## config.mk

```make
export PLATFORM = sky130hd
export DESIGN_NAME = miter_mismatch_monitor
export DESIGN_NICKNAME = d
export VERILOG_FILES = /design/src/rtl/miter_mon_pkg.sv /design/src/rtl/miter_mon_trace_ring.sv /design/src/rtl/miter_mismatch_monitor.sv
export SDC_FILE = /design/constraint.sdc
export NUM_CORES = 1
export LEC_CHECK = 0
export ABC_AREA = 1
export CAP_MARGIN = 20
export CORE_ASPECT_RATIO = 0.7
export CORE_MARGIN = 4
export CORE_UTILIZATION = 45
export DETAILED_ROUTE_END_ITERATION = 10
export PLACE_DENSITY = 0.68
export SLEW_MARGIN = 20
export SYNTH_ARGS = -nofsm -noshare
export SYNTH_HDL_FRONTEND = slang
export SYNTH_SLANG_ARGS = --single-unit
```

## constraint.sdc

```tcl
create_clock -name clk -period 2.1 [get_ports clk]
set_input_delay 0.63 -clock clk [delete_from_list [all_inputs] [get_ports clk]]
set_output_delay 0.63 -clock clk [all_outputs]
set_load 0.02 [all_outputs]
```

## src/rtl/miter_mon_pkg.sv

```systemverilog
// miter_mon_pkg: shared state encoding and saturating increment for the miter mismatch monitor
package miter_mon_pkg;
  localparam int STATE_W = 2;
  typedef enum logic [STATE_W-1:0] {IDLE = 2'd0, SETTLE = 2'd1, CHECK = 2'd2, FAILED = 2'd3} mon_state_e;
  function automatic logic [63:0] sat_inc(input logic [63:0] v, input int w);
    logic [63:0] max;
    max = (w >= 64) ? '1 : (64'd1 << w) - 64'd1;
    return (v >= max) ? v : v + 64'd1;
  endfunction
endpackage

```

## src/rtl/miter_mon_trace_ring.sv

```systemverilog
// miter_mon_trace_ring: ring of the most recent failing diffs, oldest entry overwritten on wrap
module miter_mon_trace_ring #(
  parameter int WIDTH = 1,
  parameter int DEPTH = 8
) (
  input  logic                     clk,
  input  logic                     rst,
  input  logic                     clr,
  input  logic                     we,
  input  logic [WIDTH-1:0]         wdata,
  input  logic [$clog2(DEPTH)-1:0] rd_idx,
  output logic [WIDTH-1:0]         rd_data
);
  localparam int AW = $clog2(DEPTH);
  logic [WIDTH-1:0] mem [DEPTH];
  logic [AW-1:0] wp;
  always_ff @(posedge clk) begin
    if (rst || clr) begin
      wp <= '0;
      for (int i = 0; i < DEPTH; i++) mem[i] <= '0;
    end else if (we) begin
      mem[wp] <= wdata;
      wp <= wp + AW'(1);
    end
  end
  assign rd_data = mem[rd_idx];
endmodule

```

## src/rtl/miter_mismatch_monitor.sv

```systemverilog
// miter_mismatch_monitor: care-masked gold/gate compare with settle window, sticky fail and first-failure snapshot
// Optional failing-diff trace ring enabled by defining MITER_MON_TRACE_EN.
module miter_mismatch_monitor
  import miter_mon_pkg::*;
#(
  parameter int WIDTH       = 1,
  parameter int CNT_W       = 16,
  parameter int SETTLE      = 4,
  parameter int TRACE_DEPTH = 8
) (
  input  logic               clk,
  input  logic               rst,
  input  logic               arm,
  input  logic               clear,
  input  logic               in_valid,
  input  logic [WIDTH-1:0]   po_gold,
  input  logic [WIDTH-1:0]   po_gate,
  input  logic [WIDTH-1:0]   care,
  output logic [STATE_W-1:0] state,
  output logic               fail,
  output logic [CNT_W-1:0]   mismatch_cnt,
  output logic [CNT_W-1:0]   first_cycle,
  output logic [WIDTH-1:0]   first_diff
`ifdef MITER_MON_TRACE_EN
  ,
  input  logic [$clog2(TRACE_DEPTH)-1:0] trace_rd_idx,
  output logic [WIDTH-1:0]               trace_rd_data
`endif
);
  mon_state_e st;
  logic [7:0] settle_cnt;
  logic [CNT_W-1:0] idx;
  logic [WIDTH-1:0] diff;
  logic cmp, hit;
  assign diff = (po_gold ^ po_gate) & care;
  // arm and clear both pre-empt the sample presented with them
  assign cmp = in_valid && !clear && !arm && (st == CHECK || st == FAILED);
  assign hit = cmp && (diff != '0);
  assign state = st;
  always_ff @(posedge clk) begin
    if (rst || clear) begin
      st <= IDLE;
      fail <= 1'b0;
      mismatch_cnt <= '0;
      first_cycle <= '0;
      first_diff <= '0;
      settle_cnt <= '0;
      idx <= '0;
    end else if (arm) begin
      st <= (SETTLE == 0) ? CHECK : miter_mon_pkg::SETTLE;
      mismatch_cnt <= '0;
      first_cycle <= '0;
      first_diff <= '0;
      settle_cnt <= '0;
      idx <= '0;
    end else if (in_valid) begin
      if (st == miter_mon_pkg::SETTLE) begin
        settle_cnt <= settle_cnt + 8'd1;
        if (settle_cnt == 8'(SETTLE - 1)) st <= CHECK;
      end
      if (cmp) idx <= CNT_W'(sat_inc(64'(idx), CNT_W));
      if (hit) begin
        fail <= 1'b1;
        mismatch_cnt <= CNT_W'(sat_inc(64'(mismatch_cnt), CNT_W));
        if (st == CHECK) begin
          st <= FAILED;
          first_cycle <= idx;
          first_diff <= diff;
        end
      end
    end
  end
`ifdef MITER_MON_TRACE_EN
  miter_mon_trace_ring #(.WIDTH(WIDTH), .DEPTH(TRACE_DEPTH)) u_trace (
    .clk(clk),
    .rst(rst),
    .clr(clear),
    .we(hit),
    .wdata(diff),
    .rd_idx(trace_rd_idx),
    .rd_data(trace_rd_data)
  );
`endif
endmodule

```

Word-level counts from Yosys, hierarchy flattened
Cells that the tools add are included.

Register bits after elaboration: 60. Word-level logic and storage cells: 43.

$add $sub $neg: 3. $lt $le $gt $ge: 2. Eq/ne operators: 4. Multiplexer cells: 6. Bitwise logic cells: 5. Reduce and logical (&&, ||, !) cells: 15.

Operators by type and width (count): adder 16 x 1 -> 16 bit (second input constant) (2); >= comparator 16 bit (second input constant) (2); AND reduction 3 bit (4); adder 8 x 1 -> 8 bit (second input constant) (1); == test 8 x 2 -> 1 bit (second input constant) (1); 2-to-1 mux 2 bit (4); == test 2 bit (second input constant) (2); logical AND 1 bit (4); NOT 1 bit (3); == test 2 x 1 -> 1 bit (second input constant) (1); logical NOT 1 bit (2); logical OR 1 bit (2); 2-to-1 mux 1 bit (2); AND reduction 2 bit (1); nonzero test 2 bit (1); OR reduction 2 bit (1); AND 1 bit (1); XOR 1 bit (1).

Longest topological paths before layout
Word-level depth: 8. Gate-level depth with buffers: 10.

Least setup slack after synthesis
Ideal clock, no wire load.

Path type: register to register. Start: register mismatch_cnt[0]. End: register mismatch_cnt[11]. Setup time: 0.132 ns. Arrival: 1.587 ns. Path slack: 0.381 ns. Stages on the path, launching flop included: 10. Period minus slack after synthesis: 1.719 ns. Cell sequence: dfxtp_1 -> ha_1 -> inv_1 -> nor2_4 -> nand2_2 -> nor2_1 -> nor2_4 -> buf_6 -> nand2_1 -> a21oi_1.

Longest elaborated chain between the ends: 3. Elaborated cells on any way between the ends: 4. Classes of those cells: add/sub (1); order compare (1); bitwise (1); reduce/logical (1).

RTL lines: start, declared (line miter_mismatch_monitor.sv:21) `output logic [CNT_W-1:0] mismatch_cnt,`; start signal, assigned (line miter_mismatch_monitor.sv:64) `mismatch_cnt <= CNT_W'(sat_inc(64'(mismatch_cnt), CNT_W));`; >= comparator 16 bit (line miter_mon_pkg.sv:8) `return (v >= max) ? v : v + 64'd1;`; NOT 1 bit (no line); AND reduction 3 bit (no line).

Several ways; a longest one is shown, not always the timed one. A chain may end at the register's enable or synchronous reset.

Final worst setup path
Start: register mismatch_cnt[2]. End: output port mismatch_cnt[2].

No word-level cell between the ends.

==> impl_metrics.csv <==
group,metric,value,unit
setup_path,crit_path_end,"mismatch_cnt[2]",
status,status,"complete, no violations",
sta,period_share,0.977,
sta,rsz0062_at_grt,"no",
floorplanning,die-area,8160,sq um
setup_path,reg2reg_depth,7,
detailed_routing,routedWlPerCell,11.9,um
global_routing,grt_pass1_vias,2647,
synthesis,yosys.area_share.simple,0.365,
clock_network,cts_max_level,3,
floorplanning,io-pin-count,44,
synthesis,synthesis.area,3040,sq um
floorplanning,dieWidth,106,um
synthesis,synth_adder_area_share,0.0123,
sta,slew_headroom,0.695,
setup_path,crit_arrival,1.42,ns
setup_path,critPathBufInv,1,
sta,fmax,0.488,GHz
worst_hold_path,hold_path_class,"flip-flop to flip-flop",
setup_path,setup.worst_path.start,"mismatch_cnt[2]$_SDFFE_PP0P_",
global_routing,grt_usage,0.188,
setup_path,crit_slowest_cell,"clkdlybuf4s50_1",
sta,finalHoldViolCount,0,
setup_path,reg2reg_to,"mismatch_cnt[12]$_SDFFE_PP0P_",
detailed_routing,vias,3004,
sta,hold_ws,0.478,ns
synthesis,ys_seq_area_frac,0.395,
setup_path,cp.required,1.47,ns
synthesis,ys_top_cells_by_area,"dfxtp_1 (39%), nand2_1 (17%), nor2_1 (11%)",
clock_network,cts_tree,"yes",
clock_network,post_cts_buffers,0,
synthesis,syn_area_per_cell,6.66,sq um
synthesis,synth-seq-cells,60,
setup_path,path_cells,"clkdlybuf4s50_1",
synthesis,netlist.area_leader.share,0.395,
final_layout,nNetsFinal,538,
synthesis,ys_types,30,
setup_path,end_kind,"primary output",
floorplanning,initial_core_util,0.476,
detailed_routing,via_per_inst,4.83,
final_layout,drive_above_1_share,0.107,
final_layout,diodes,0,
setup_path,cp.depth,1,
pwr,ir_worst_vdd,0.328,mV
place,place_hpwl,5540,um
synthesis,synthMuxAreaShare,0,
synthesis,synth_compound_area_frac,0.116,
detailed_routing,drc_errors,0,
floorplanning,core,6400,sq um
setup_path,crit_family,"buffers and inverters",
clock_network,cts_buffer_depth,2,
sta,min_period,2.05,ns
synthesis,synth_top_family_by_area,"simple AND/OR/NAND/NOR gates",
sta,fin_ws,0.0487,ns
synthesis,syn_inst,457,
sta,worstMarginPinSlew,0.456,ns
place,place_inst,607,
clock_network,cts_made_buffers,9,
place,routabilityCongestion,0.914,
setup_path,cp-start-kind,"flip-flop",
final_layout,fin_area,3910,sq um
pwr,leakagePower,0.00145,uW
global_routing,grt_max_degree,24,
setup_path,r2r_start,"mismatch_cnt[0]$_SDFFE_PP0P_",
synthesis,ys_warn_count,0,
place,post-place-ws,-0.204,ns
global_routing,grt_first_pass_wirelength,12500,um
global_routing,grt_antenna_before_repair,0,
place,place_area,3730,sq um
detailed_routing,dr.first_iter.drc_count,138,
clock_network,path_clk_slew,0.06,ns
detailed_routing,drt_wl_total,7380,um
clock_network,clock-sinks,60,
sta,finalSetupViolCount,0,
place,numPortBuffers,43,
setup_path,critPathKind,"flip-flop to primary output",
global_routing,overflow,0,
floorplanning,placementRows,24,
job,maxCapViolCount,0,
final_layout,area_growth,28.5,%
clock_network,clock_latency,0.33,ns
final_layout,fin_cells,622,
floorplanning,fp.dieH,76.8,um
setup_path,cpPeakStageDelay,0.65,ns
detailed_routing,first_pass_iters,5,
synthesis,syn_nets,468,
synthesis,yosys.area.top_type,"dfxtp_1",
sta,skew,0.00693,ns
final_layout,fillers,621,
pwr,power_density,541,nW/um^2
setup_path,crit_fanout,5,
setup_path,r2r_slack,0.32,ns
detailed_routing,ant_nets,0,
synthesis,synth-xor-area-share,0.0432,
sta,slew_violations,0,
clock_network,cts_root_buf,"clkbuf_8",
[per-stage QoR]
stage	setup TNS (ns)	util	total power, uW
floorplan	0	-	1190
finish	0	0.612	2120
global route	0	0.612	2200
detailed placement	-4.42	0.583	1230
global placement	-3.17	0.583	1230
CTS	0	0.609	2140
[per-layer routing]
layer | track usage | up-vias | share of wire
met2 | 0.270 | 66 | 0.41
met5 | 0 | - | 0
met3 | 0.0587 | 8 | 0.054
met4 | 0.0492 | 0 | 0.0085
met1 | 0.270 | 1346 | 0.52
li1 | - | 1584 | -
[worst min-delay path: cells and delay by family (launching register included)]
kind / cells / cell delay (ns)
DFF: 1 / 0.32
and+or+nand+nor: 2 / 0.13
[synthesized netlist by cell type (all sizes together)]
cell / n
nand2: 139
nor2: 98
dfxtp: 60
inv: 33
a21oi: 32
o21ai: 32
nand3: 13
xor2: 8
nor3: 7
xnor2: 7
buf: 6
nand4: 6
clkbuf: 5
ha: 3
clkinv: 2
o21a: 2
and2: 1
and3: 1
nor3b: 1
or2: 1
[cell families (layout without fill, tap and decap cells)]
group	count (synthesis)	after routing
xor+xnor	15	15
buf+inv	46	120
fa+ha+maj	3	3
simple gates	267	267
compound gates	66	66
flops	60	60
[layout by cell type (no fill, tap or decap)]
cell type and instances:
clkinv_1 1, clkinv_2 3, o21ai_0 31, nor3_1 7, and2_1 1, buf_12 1
nor2_1 90, clkbuf_8 11, and3_1 1, dlymetal6s2s_1 6, o21ai_4 1, buf_4 26
nor2_4 5, dfxtp_1 60, nor2_2 3, a21oi_2 2, clkdlybuf4s50_1 37, nand3_1 12
xor2_1 8, nand2_2 3, nand2_1 136, nand4_1 6, nor3b_1 1, or2_0 1
inv_1 32, nand3_2 1, a21oi_1 30, o21a_1 2, ha_1 3, inv_2 1
clkbuf_1 2, xnor2_1 7
[where the power goes]
group	switching, uW	total (uW)	internal [uW]
Clock	430	913	483
Sequential	1.15	1140	1140
Combinational	34.5	64.9	30.4
[cell type report]
type	instances	area (sq um)	area share
sequential	60	1200	0.307
multi-input combinational	351	1630	0.418
tap	91	114	0.0291
clock inverter	2	10.0	0.00256
inverter	35	133	0.0339
clock buffer	13	159	0.0406
timing repair buffer	70	661	0.169
[flip-flops by register name (all words and copies together) (netlist names)]
name,count
fail,1
first_cycle,16
first_diff,1
idx,16
mismatch_cnt,16
settle_cnt,8
state,2
[worst min path at each step]
stage,from,to,slack (ns),cells past startpoint
after global placement,first_cycle[6]$_SDFFE_PP0P_,first_cycle[6]$_SDFFE_PP0P_,0.46,2
after CTS,first_cycle[11]$_SDFFE_PP0P_,first_cycle[11]$_SDFFE_PP0P_,0.48,2
after detailed placement,first_cycle[11]$_SDFFE_PP0P_,first_cycle[11]$_SDFFE_PP0P_,0.47,2
after global routing,first_cycle[8]$_SDFFE_PP0P_,first_cycle[8]$_SDFFE_PP0P_,0.50,2
final,first_cycle[11]$_SDFFE_PP0P_,first_cycle[11]$_SDFFE_PP0P_,0.48,2
after floorplan,settle_cnt[1]$_SDFFE_PP0P_,settle_cnt[1]$_SDFFE_PP0P_,0.46,2
[timing repair]
item                       in CTS  in global routing
hold buffers                    0                  0
setup endpoints to repair       0                  6
resized for setup               0                  6
(Power assumes the default switching activity.)
